--- src/rtl/uart_rx_os16.sv ---
// UART receiver, 8N1 LSB-first, 16x oversampled, with false-start and framing-error detection.
// Define UART_RX_PARITY_EN for 8E1 frames: adds a PARITY state and the o_parity_err output.
module uart_rx_os16 #(
  parameter int unsigned CLK_FREQ   = 100_000_000,
  parameter int unsigned BAUD       = 9600,
  parameter int unsigned OVERSAMPLE = 16
) (
  input  logic       clk,
  input  logic       reset,
  input  logic       rx,
  output logic [7:0] rx_data,
  output logic       o_rx_done,
  output logic       o_frame_err,
`ifdef UART_RX_PARITY_EN
  output logic       o_parity_err,
`endif
  output logic       o_rx_busy
);

  localparam int unsigned TICK_DIV = CLK_FREQ / (BAUD * OVERSAMPLE);
  localparam int unsigned TICK_W   = (TICK_DIV > 1) ? $clog2(TICK_DIV) : 1;

  if (OVERSAMPLE != 16) begin : g_bad_os
    $error("uart_rx_os16: OVERSAMPLE must be 16");
  end

`ifdef UART_RX_PARITY_EN
  typedef enum logic [2:0] {IDLE, START, DATA, PARITY, STOP, BRK} state_t;
`else
  typedef enum logic [2:0] {IDLE, START, DATA, STOP, BRK} state_t;
`endif

  state_t              state, state_n;
  logic                rx_m, rx_s;
  logic [TICK_W-1:0]   tick_cnt, tick_cnt_n;
  logic                tick;
  logic [3:0]          s_cnt, s_cnt_n;
  logic [2:0]          b_cnt, b_cnt_n;
  logic [7:0]          shreg, shreg_n;
  logic [7:0]          rx_data_n;
  logic                done_n, ferr_n;
`ifdef UART_RX_PARITY_EN
  logic                par_bit, par_bit_n, perr_n;
`endif

  assign tick = (tick_cnt == TICK_W'(TICK_DIV - 1));

  // State, datapath and registered outputs
  always_ff @(posedge clk or posedge reset) begin
    if (reset) begin
      state        <= IDLE;
      rx_m         <= 1'b1;
      rx_s         <= 1'b1;
      tick_cnt     <= '0;
      s_cnt        <= '0;
      b_cnt        <= '0;
      shreg        <= '0;
      rx_data      <= 8'h00;
      o_rx_done    <= 1'b0;
      o_frame_err  <= 1'b0;
      o_rx_busy    <= 1'b0;
`ifdef UART_RX_PARITY_EN
      par_bit      <= 1'b0;
      o_parity_err <= 1'b0;
`endif
    end else begin
      state        <= state_n;
      rx_m         <= rx;
      rx_s         <= rx_m;
      tick_cnt     <= tick_cnt_n;
      s_cnt        <= s_cnt_n;
      b_cnt        <= b_cnt_n;
      shreg        <= shreg_n;
      rx_data      <= rx_data_n;
      o_rx_done    <= done_n;
      o_frame_err  <= ferr_n;
      o_rx_busy    <= (state_n != IDLE);
`ifdef UART_RX_PARITY_EN
      par_bit      <= par_bit_n;
      o_parity_err <= perr_n;
`endif
    end
  end

  // Next-state and datapath decode; all sampling happens on a tick at mid-bit
  always_comb begin
    state_n    = state;
    tick_cnt_n = tick ? '0 : tick_cnt + TICK_W'(1);
    s_cnt_n    = s_cnt;
    b_cnt_n    = b_cnt;
    shreg_n    = shreg;
    rx_data_n  = rx_data;
    done_n     = 1'b0;
    ferr_n     = 1'b0;
`ifdef UART_RX_PARITY_EN
    par_bit_n  = par_bit;
    perr_n     = 1'b0;
`endif
    case (state)
      IDLE: begin
        if (!rx_s) begin
          state_n    = START;
          s_cnt_n    = 4'd0;
          tick_cnt_n = '0;
        end
      end
      START: begin
        if (tick) begin
          if (s_cnt == 4'd7) begin
            if (!rx_s) begin
              state_n = DATA;
              s_cnt_n = 4'd0;
              b_cnt_n = 3'd0;
            end else begin
              state_n = IDLE;
            end
          end else begin
            s_cnt_n = s_cnt + 4'd1;
          end
        end
      end
      DATA: begin
        if (tick) begin
          s_cnt_n = s_cnt + 4'd1;
          if (s_cnt == 4'd15) begin
            shreg_n = {rx_s, shreg[7:1]};
            b_cnt_n = b_cnt + 3'd1;
            if (b_cnt == 3'd7) begin
`ifdef UART_RX_PARITY_EN
              state_n = PARITY;
`else
              state_n = STOP;
`endif
            end
          end
        end
      end
`ifdef UART_RX_PARITY_EN
      PARITY: begin
        if (tick) begin
          s_cnt_n = s_cnt + 4'd1;
          if (s_cnt == 4'd15) begin
            par_bit_n = rx_s;
            state_n   = STOP;
          end
        end
      end
`endif
      STOP: begin
        if (tick) begin
          s_cnt_n = s_cnt + 4'd1;
          if (s_cnt == 4'd15) begin
`ifdef UART_RX_PARITY_EN
            perr_n = ((^shreg) != par_bit);
            if (rx_s && !perr_n) begin
`else
            if (rx_s) begin
`endif
              rx_data_n = shreg;
              done_n    = 1'b1;
            end
            ferr_n  = !rx_s;
            state_n = rx_s ? IDLE : BRK;
          end
        end
      end
      BRK: begin
        // A line held low must go idle before a new start bit is accepted
        if (rx_s) state_n = IDLE;
      end
      default: state_n = IDLE;
    endcase
  end

endmodule

--- config.mk ---
export PLATFORM = sky130hd
export DESIGN_NAME = uart_rx_os16
export DESIGN_NICKNAME = d
export VERILOG_FILES = /design/src/rtl/uart_rx_os16.sv
export SDC_FILE = /design/constraint.sdc
export NUM_CORES = 1
export LEC_CHECK = 0
export CELL_PAD_IN_SITES_DETAIL_PLACEMENT = 0
export CELL_PAD_IN_SITES_GLOBAL_PLACEMENT = 1
export CORE_AREA = 2 2 63 77
export CTS_CLUSTER_SIZE = 10
export DETAILED_ROUTE_END_ITERATION = 10
export DIE_AREA = 0 0 65 79
export GPL_TIMING_DRIVEN = 0
export PLACE_DENSITY_LB_ADDON = 0.1
export SKIP_LAST_GASP = 1
export SYNTH_ARGS = -nofsm -noshare
export SYNTH_HDL_FRONTEND = slang
export SYNTH_SLANG_ARGS = --single-unit
--- constraint.sdc ---
create_clock -name clk -period 2.7 [get_ports clk]
set_input_delay 0.54 -clock clk [delete_from_list [all_inputs] [get_ports clk]]
set_output_delay 0.54 -clock clk [all_outputs]
set_load 0.02 [all_outputs]
# ---- Word-level counts from Yosys, hierarchy flattened
# Index checks and enable logic that the tools add are counted.
dict set report classes {
  muxes 33
  reduce_logical 10
  eq_ne 14
  n_addsub 3
}
# op count
set op_table {}
lappend op_table {{$mux W3} 15}
lappend op_table {{$mux W10} 3}
lappend op_table {{$mux W4} 4}
lappend op_table {{$pmux W3 S5} 1}
lappend op_table {{$pmux W4 S3} 1}
lappend op_table {{$add A10 B1 Y10 const B} 1}
lappend op_table {{$eq A10 B10 Y1 const B} 1}
lappend op_table {{$ne A2 B2 Y1 const B} 5}
lappend op_table {{$mux W1} 7}
lappend op_table {{$eq A3 B2 Y1 const B} 2}
lappend op_table {{$eq A3 B3 Y1 const B} 2}
lappend op_table {{$pmux W3 S2} 1}
lappend op_table {{$reduce_and A3 Y1} 2}
lappend op_table {{$reduce_and A6 Y1} 1}
lappend op_table {{$reduce_bool A3 Y1} 2}
lappend op_table {{$add A4 B1 Y4 const B} 1}
lappend op_table {{$eq A4 B3 Y1 const B} 1}
lappend op_table {{$eq A4 B4 Y1 const B} 1}
lappend op_table {{$reduce_and A4 Y1} 1}
lappend op_table {{$add A3 B1 Y3 const B} 1}
lappend op_table {{$eq A3 B1 Y1 const B} 1}
lappend op_table {{$logic_not A3 Y1} 1}
lappend op_table {{$mux W2} 1}
lappend op_table {{$ne A2 B1 Y1 const B} 1}
lappend op_table {{3 further kinds} 3}
dict set report totals {
  input_bits 3
  word_cells 71
  output_inout_bits 11
  ff_bits 41
}

# ---- Logic depth before layout (Yosys ltp)
# Gate-level depths: netlist of run 1.
dict set report depth {
  ltp_word 6
  mapped_depth 8
  mapped_depth_nobuf 7
}

# ---- Worst setup path after synthesis of run 1
# OpenSTA, ideal clock, no wires.
dict set report synth_timing {
  path_type {reg2reg}
  from {reg tick_cnt[4]}
  to {reg o_rx_busy}
  path_stages_with_launch 6
  required_ns 2.568
  path_buffers 0
  period_less_slack_ns 2.129
  setup_ns 0.132
  arrival_time_ns 1.998
  setup_slack_ns 0.571
  cell_sequence {dfrtp_1 or4b_4 nor4_4 nor2_2 nand4bb_4 or3b_1}
}
dict set report synth_via {
  elab_chain_len 4
  word_cells_on_any_way 6
  cone_classes {eq/ne (1); mux (4); reduce/logical (1)}
}
# item line_no
set synth_rtl {}
lappend synth_rtl {{from (decl)} 35} ;# logic [TICK_W-1:0] tick_cnt, tick_cnt_n;
lappend synth_rtl {{from (signal assigned)} 70} ;# tick_cnt <= tick_cnt_n;
lappend synth_rtl {{$eq A10 B10 Y1 (*)} 46} ;# assign tick = (tick_cnt == TICK_W'(TICK_DIV - 1));
lappend synth_rtl {{$mux W3, on equally long branches} {150, 108, 123}}
lappend synth_rtl {{$pmux W3 S5 (*)} 99} ;# case (state)
lappend synth_rtl {{via state_n[0]} 33} ;# state_t state, state_n;
lappend synth_rtl {{$reduce_bool A3 Y1 (*)} 77} ;# o_rx_busy <= (state_n != IDLE);
lappend synth_rtl {{to (signal assigned)} 77}
lappend synth_rtl {{to (decl)} 17} ;# output logic o_rx_busy
# Mark *: on every way through the listed nets, which the timed path passes. The rest lies on a longest branch.
# A chain may end at the register's enable or synchronous reset.

# ---- Worst setup path after layout of run 1
# Same ends and word-level chain as after synthesis.

==> results.py, run 1 <==
metrics = {
    "power": {
        "internal_power_uw": 921,
        "combPwrFrac": 0.015,
        "p_clk_frac": 0.441,
        "p_per_area_nw_per_um2": 511,
        "vdd.ir_drop.worst_mv": 0.396,
        "p_leak_nw": 1.05,
        "p_switching_uw": 214,
        "seqPwrFrac": 0.544,
        "swShare": 0.188,
    },
    "sta": {
        "fin_crit_ns": 2.39,
        "hold_viol_final": 0,
        "whs_ns": 0.359,
        "finalSetupViolations": 0,
        "grt_setup_unrepaired": "false",
        "fin_ws_ns": 0.311,
        "final.setup.tns_ns": 0,
        "tightestPinTransition_ns": 0.850,
        "timing.slew.headroom": 0.432,
        "clock.fmax_ghz": 0.419,
        "skew_ns": 0.00447,
        "drv_slew": 0,
        "post-route-period-util": 0.885,
    },
    "critical_path": {
        "required_ns": 2.87,
        "cp_slowest_stage_delay_ns": 0.57,
        "path_cells": "or4b_4, nor3_1, a21oi_1, nand4bb_4, or3b_1",
        "endpoint_kind": "flip-flop",
        "ff2ff_setup_slack_ns": 0.31,
        "crit_arrival_ns": 2.56,
        "rr_startpoint": "tick_cnt[4]",
        "r2r_end": "o_rx_busy",
        "reg2reg_depth": 5,
        "worstPathMaxFanout": 5,
        "slowest_stage": "or4b_4",
        "startpoint_type": "flip-flop",
        "worst-setup-path-type": "flip-flop to flip-flop",
    },
    "cts": {
        "postCtsHoldBufs": 0,
        "clockBufferDepth": 2,
        "clock-sinks": 41,
        "cts_tree": "yes",
        "cts_buffers": 5,
        "ctsResizeCount": 0,
        "htree_num_levels": 2,
        "clk_latency_ns": 0.29,
        "clk_pin_slew_ns": 0.08,
        "clock-root-buffer": "clkbuf_8",
        "postCtsSetupBuffers": 0,
    },
    "cells_and_area": {
        "final_nets": 208,
        "n_antenna_cell": 0,
        "drive_gt1_frac": 0.124,
        "fill_cells": 430,
        "area_growth_pct": 16.8,
        "design_area_sq_um": 2220,
    },
    "floorplanning": {
        "dieArea_sq_um": 5140,
        "start_util": 0.429,
        "rows": 27,
        "ioPinCount": 14,
        "die_h_microns": 79,
        "fp.coreArea_sq_um": 4430,
        "die_x_microns": 65,
    },
    "global_route": {
        "busiest_layer": "met2",
        "grt_max_degree": 42,
        "grt_use_total": 0.153,
        "grt_pass1_wl_mm": 5.92,
        "grt_util_met1": 0.184,
        "grt_use_met3": 0.0439,
        "antenna_found_initial": 0,
        "use_met2": 0.244,
        "grt_pass1_vias": 1316,
        "overflow": 0,
    },
    "synthesis": {
        "syn_area_per_cell_sq_um": 10.6,
        "synth_area_sq_um": 1900,
        "yosysWarnings": 0,
        "ys_seq_area_frac": 0.541,
        "syn-instance-count": 180,
        "yosysUniqueCellTypes": 36,
        "ys_ff_latch": 41,
        "synth_nets": 188,
    },
    "flow_run": {
        "max_cap_violations": 0,
    },
    "place": {
        "dp_hpwl_mm": 2.40,
        "placement.cell_area_sq_um": 2100,
        "post-place-ws_ns": 0.302,
        "gp_congestion": 0.844,
        "io_buffers": 13,
    },
    "route": {
        "vias": 1306,
        "drc": 0,
        "drt_iter0_drc": 76,
        "finalWirelength_mm": 3.39,
        "ant_nets": 0,
        "wire_per_inst_microns": 13.1,
        "vias_per_cell": 5.04,
        "firstDrtPassIters": 4,
    },
    "worst_hold_path": {
        "hp-start": "rx_m",
        "holdPathStages": 0,
        "min_to": "rx_s",
        "hold_path.class": "flip-flop to flip-flop",
    },
    "run_status": {
        "outcome": "finished clean",
    },
}
[layer usage]
layer,share of wire,vias up
met3,0.040,11
met2,0.50,35
met5,0,-
li1,-,644
met1,0.43,616
met4,0.031,0
[final cells by class]
cell class	count	area, sq um	area share
Sequential cell	41	1030	0.463
Clock buffer	7	86.3	0.0389
Inverter	4	15.0	0.00676
Clock inverter	1	30.0	0.0135
Multi-Input combinational cell	130	838	0.378
Buffer	5	18.8	0.00846
Tap cell	58	72.6	0.0327
Timing Repair Buffer	13	130	0.0586
[flip-flops by register name, indices dropped and copies added (netlist names)]
register,count
shreg,8
o_rx_done,1
rx_data,8
o_rx_busy,1
o_frame_err,1
b_cnt,3
rx_m,1
tick_cnt,10
rx_s,1
s_cnt,4
state,3
[worst max-delay path by stage]
stage / cells after the start / from / to
after global routing: 5 / tick_cnt[5] / o_rx_busy
after global placement: 5 / tick_cnt[4] / o_rx_busy
final: 5 / tick_cnt[4] / o_rx_busy
after detailed placement: 5 / tick_cnt[4] / o_rx_busy
after floorplan: 5 / tick_cnt[4] / o_rx_busy
after CTS: 5 / tick_cnt[4] / o_rx_busy
[layout by cell type, fill, tap and decap left out, types with 2 or more instances in the layout]
master | Yosys | layout
dfrtp_1 | 39 | 39
nand2_1 | 36 | 36
nor2_1 | 17 | 17
clkdlybuf4s50_1 | 0 | 13
mux2_2 | 9 | 9
nand3_1 | 7 | 7
clkbuf_1 | 5 | 6
xnor2_1 | 6 | 6
clkbuf_8 | 0 | 6
nand2b_1 | 5 | 5
ha_1 | 5 | 5
o21ai_0 | 4 | 4
a21oi_1 | 4 | 4
and3_1 | 4 | 4
and2_1 | 3 | 3
inv_1 | 4 | 3
or3_1 | 3 | 3
xor2_1 | 3 | 3
nand3b_1 | 2 | 2
nor2b_1 | 2 | 2
nor3_1 | 2 | 2
mux2i_1 | 2 | 2
o21ai_1 | 2 | 2
dfstp_2 | 2 | 2
[critical path, delay by kind of cell, from the launching register on]
family	cells	cell delay (ns)
flops	1	0.41
simple gates	4	1.67
compound gates	1	0.19
[cell usage after synthesis (all sizes together)]
| cell type | instances | share of area |
|---|---|---|
| nor2 | 18 | 0.037 |
| and2 | 3 | 0.0099 |
| and4b | 1 | 0.0053 |
| o32a | 1 | 0.0053 |
| nand2 | 36 | 0.071 |
| or2 | 1 | 0.0033 |
| or3b | 1 | 0.0046 |
| and3 | 4 | 0.013 |
| o21ai | 6 | 0.016 |
| nand3 | 8 | 0.024 |
| o311ai | 1 | 0.0046 |
| xnor2 | 6 | 0.028 |
| mux2 | 9 | 0.053 |
| nand2b | 5 | 0.016 |
| or3 | 3 | 0.0099 |
| dfstp | 2 | 0.028 |
| a21oi | 4 | 0.011 |
| nand3b | 2 | 0.0079 |
| nor3 | 2 | 0.0053 |
| nor2b | 2 | 0.0066 |
| or4b | 1 | 0.0072 |
| mux2i | 2 | 0.011 |
| inv | 4 | 0.0079 |
| nand4bb | 1 | 0.014 |
| nor4 | 1 | 0.011 |
| a32o | 1 | 0.0053 |
| dfrtp | 39 | 0.51 |
| ha | 5 | 0.033 |
| xor2 | 3 | 0.014 |
| a221o | 1 | 0.0053 |
| clkbuf | 5 | 0.0099 |
| and3b | 1 | 0.0046 |
| and4 | 1 | 0.0046 |
[power by group through the flow]
stage	clock network, mW	logic, mW	registers (mW)
final	0.501	0.0168	0.617
after global routing	0.543	0.0198	0.617
after CTS	0.519	0.0181	0.616
after detailed placement	0	0.0181	0.629
after global placement	0	0.0172	0.629
after floorplan	0	0.0107	0.629
[cells by family (layout without fill, tap and decap cells)]
family                     Yosys count  after routing  synth area share
adders and majority gates            5              5            0.0329
AOI/OAI and AO/OA                   14             14            0.0467
DFF                                 41             41             0.541
muxes                               11             11            0.0639
and+or+nand+nor                     91             91             0.256
xor gates and xnor gates             9              9            0.0415
buffers and inverters                9             30            0.0178
[through the flow]
stage,power (mW),instances,utilization
floorplan,0.639,180,-
global placement,0.646,251,0.475
detailed placement,0.647,251,0.475
CTS,1.15,259,0.502
global route,1.18,259,0.502
finish,1.13,259,0.502
Power figures use the tool's default switching activity.
==> inputs of run 2 (changes only) <==
ABC_CLOCK_PERIOD_IN_PS = 2700   (was unset)
CORE_AREA = 2 2 65 79   (was 2 2 63 77)
DIE_AREA = 0 0 67 81   (was 0 0 65 79)
==> results.py, run 2 (synthesized netlist as in run 1, its figures left out) <==
metrics = {
    "floorplanning": {
        "ioPinCount": 14,
        "die_x_microns": 67,
        "fp.coreArea_sq_um": 4760,
        "start_util": 0.399,
        "rows": 28,
        "die_h_microns": 81,
        "dieArea_sq_um": 5430,
    },
    "cells_and_area": {
        "n_antenna_cell": 0,
        "instances_no_fill": 261,
        "regMostFlops": "tick_cnt",
        "top_regs": "tick_cnt (10), rx_data (8), shreg (8)",
        "design_area_sq_um": 2190,
        "final_nets": 208,
        "mostFrequentLayoutCell": "dfrtp_1",
        "drive_gt1_frac": 0.119,
        "largest_reg_flops": 10,
        "fill_cells": 475,
        "layout_common_cells": "dfrtp_1, nand2_1, nor2_1, clkdlybuf4s50_1, mux2_2",
        "area_growth_pct": 15.1,
    },
    "place": {
        "dp_hpwl_mm": 2.29,
        "placed_cells": 253,
        "placement.cell_area_sq_um": 2110,
        "io_buffers": 13,
        "gp_congestion": 0.812,
    },
    "sta": {
        "final.setup.tns_ns": 0,
        "tightestPinTransition_ns": 0.838,
        "drv_slew": 0,
        "clock.fmax_ghz": 0.415,
        "skew_ns": 0.00878,
        "post-route-period-util": 0.892,
        "fin_crit_ns": 2.41,
        "hold_viol_final": 0,
        "finalSetupViolations": 0,
        "grt_setup_unrepaired": "false",
        "timing.slew.headroom": 0.440,
    },
    "critical_path": {
        "crit_cells": 5,
        "rr_startpoint": "tick_cnt[4]",
        "worst-setup-path-type": "flip-flop to flip-flop",
        "required_ns": 2.87,
        "endpoint_kind": "flip-flop",
        "slowest_stage": "or4b_4",
        "crit_arrival_ns": 2.58,
        "cp_top_family": "simple AND/OR/NAND/NOR gates",
        "r2r_end": "o_rx_busy",
        "startpoint_type": "flip-flop",
        "critical_path_buf_inv_count": 0,
        "ff2ff_setup_slack_ns": 0.29,
        "worstPathMaxFanout": 5,
        "path_cells": "or4b_4, nor3_1, a21oi_1, nand4bb_4, or3b_1",
        "cp_slowest_stage_delay_ns": 0.58,
        "reg2reg_depth": 5,
    },
    "route": {
        "wire_per_inst_microns": 12.7,
        "ant_nets": 0,
        "firstDrtPassIters": 4,
        "finalWirelength_mm": 3.31,
        "vias": 1299,
        "vias_per_cell": 4.98,
        "drc": 0,
        "drt_iter0_drc": 103,
    },
    "power": {
        "p_leak_nw": 1.03,
        "vdd.ir_drop.worst_mv": 0.283,
        "p_per_area_nw_per_um2": 464,
        "total_power_mw": 1.01,
    },
    "global_route": {
        "grt_pass1_wl_mm": 5.88,
        "overflow": 0,
        "antenna_found_initial": 0,
        "grt_use_total": 0.145,
        "grt_max_degree": 42,
        "grt_pass1_vias": 1299,
    },
    "cts": {
        "clk_latency_ns": 0.29,
        "ctsResizeCount": 0,
        "htree_num_levels": 2,
        "cts_buffers": 5,
        "postCtsSetupBuffers": 0,
        "cts_tree": "yes",
        "clock-root-buffer": "clkbuf_8",
        "clock-sinks": 41,
        "postCtsHoldBufs": 0,
        "clk_pin_slew_ns": 0.08,
        "clockBufferDepth": 2,
    },
    "worst_hold_path": {
        "min_to": "rx_s",
        "hp-start": "rx_m",
        "hold_path.class": "flip-flop to flip-flop",
        "holdPathStages": 0,
    },
    "run_status": {
        "outcome": "finished clean",
    },
    "flow_run": {
        "max_cap_violations": 0,
    },
}
## run 2: cell types whose count changed in the layout (fill, tap and decap cells not counted), sizes merged
cell / before / now
clkinv: 0 / 1
bufinv: 1 / 0
## run 2: stage by stage
step	util	setup WS (ns)	hold slack, ns
after global placement	0.442	0.242	0.348
after detailed placement	0.442	0.301	0.349
after floorplan	-	0.571	0.345
after CTS	0.459	0.299	0.360
after global routing	0.459	0.203	0.362
final	0.459	0.292	0.359
## run 2: worst max-delay path by stage
stage	from	to	slack [ns]
floorplan	tick_cnt[4]	o_rx_busy	0.57
global placement	tick_cnt[4]	o_rx_busy	0.24
detailed placement	tick_cnt[4]	o_rx_busy	0.30
CTS	tick_cnt[4]	o_rx_busy	0.30
global route	tick_cnt[4]	o_rx_busy	0.20
finish	tick_cnt[4]	o_rx_busy	0.29
## run 2: where the power goes
| group | internal, mW | switching [mW] | total (mW) | leakage [nW] |
|---|---|---|---|---|
| registers | 0.616 | 0.000329 | 0.617 | 0.546 |
| logic | 0.00302 | 0.0138 | 0.0168 | 0.443 |
| clock network | 0.181 | 0.199 | 0.380 | 0.0422 |
| total | 0.801 | 0.213 | 1.01 | 1.03 |
## run 2: cell type report
type	instances	area [sq um]	share of cell area
clock inverters	1	5.00	0.00229
repair buffers	13	130	0.0595
inverters	4	15.0	0.00686
clock buffers	7	76.3	0.0349
multi-input cells	130	838	0.383
well taps	60	75.1	0.0343
flip-flops and latches	41	1030	0.470
plain buffers	5	18.8	0.00858
## run 2: routing by layer
| layer | part of all wire | wire (microns) | GRT usage |
|---|---|---|---|
| met2 | 0.50 | 1640 | 0.228 |
| met4 | 0.017 | 57 | 0.0673 |
| met3 | 0.028 | 92 | 0.0416 |
| met5 | 0 | 0 | 0 |
| met1 | 0.46 | 1520 | 0.184 |
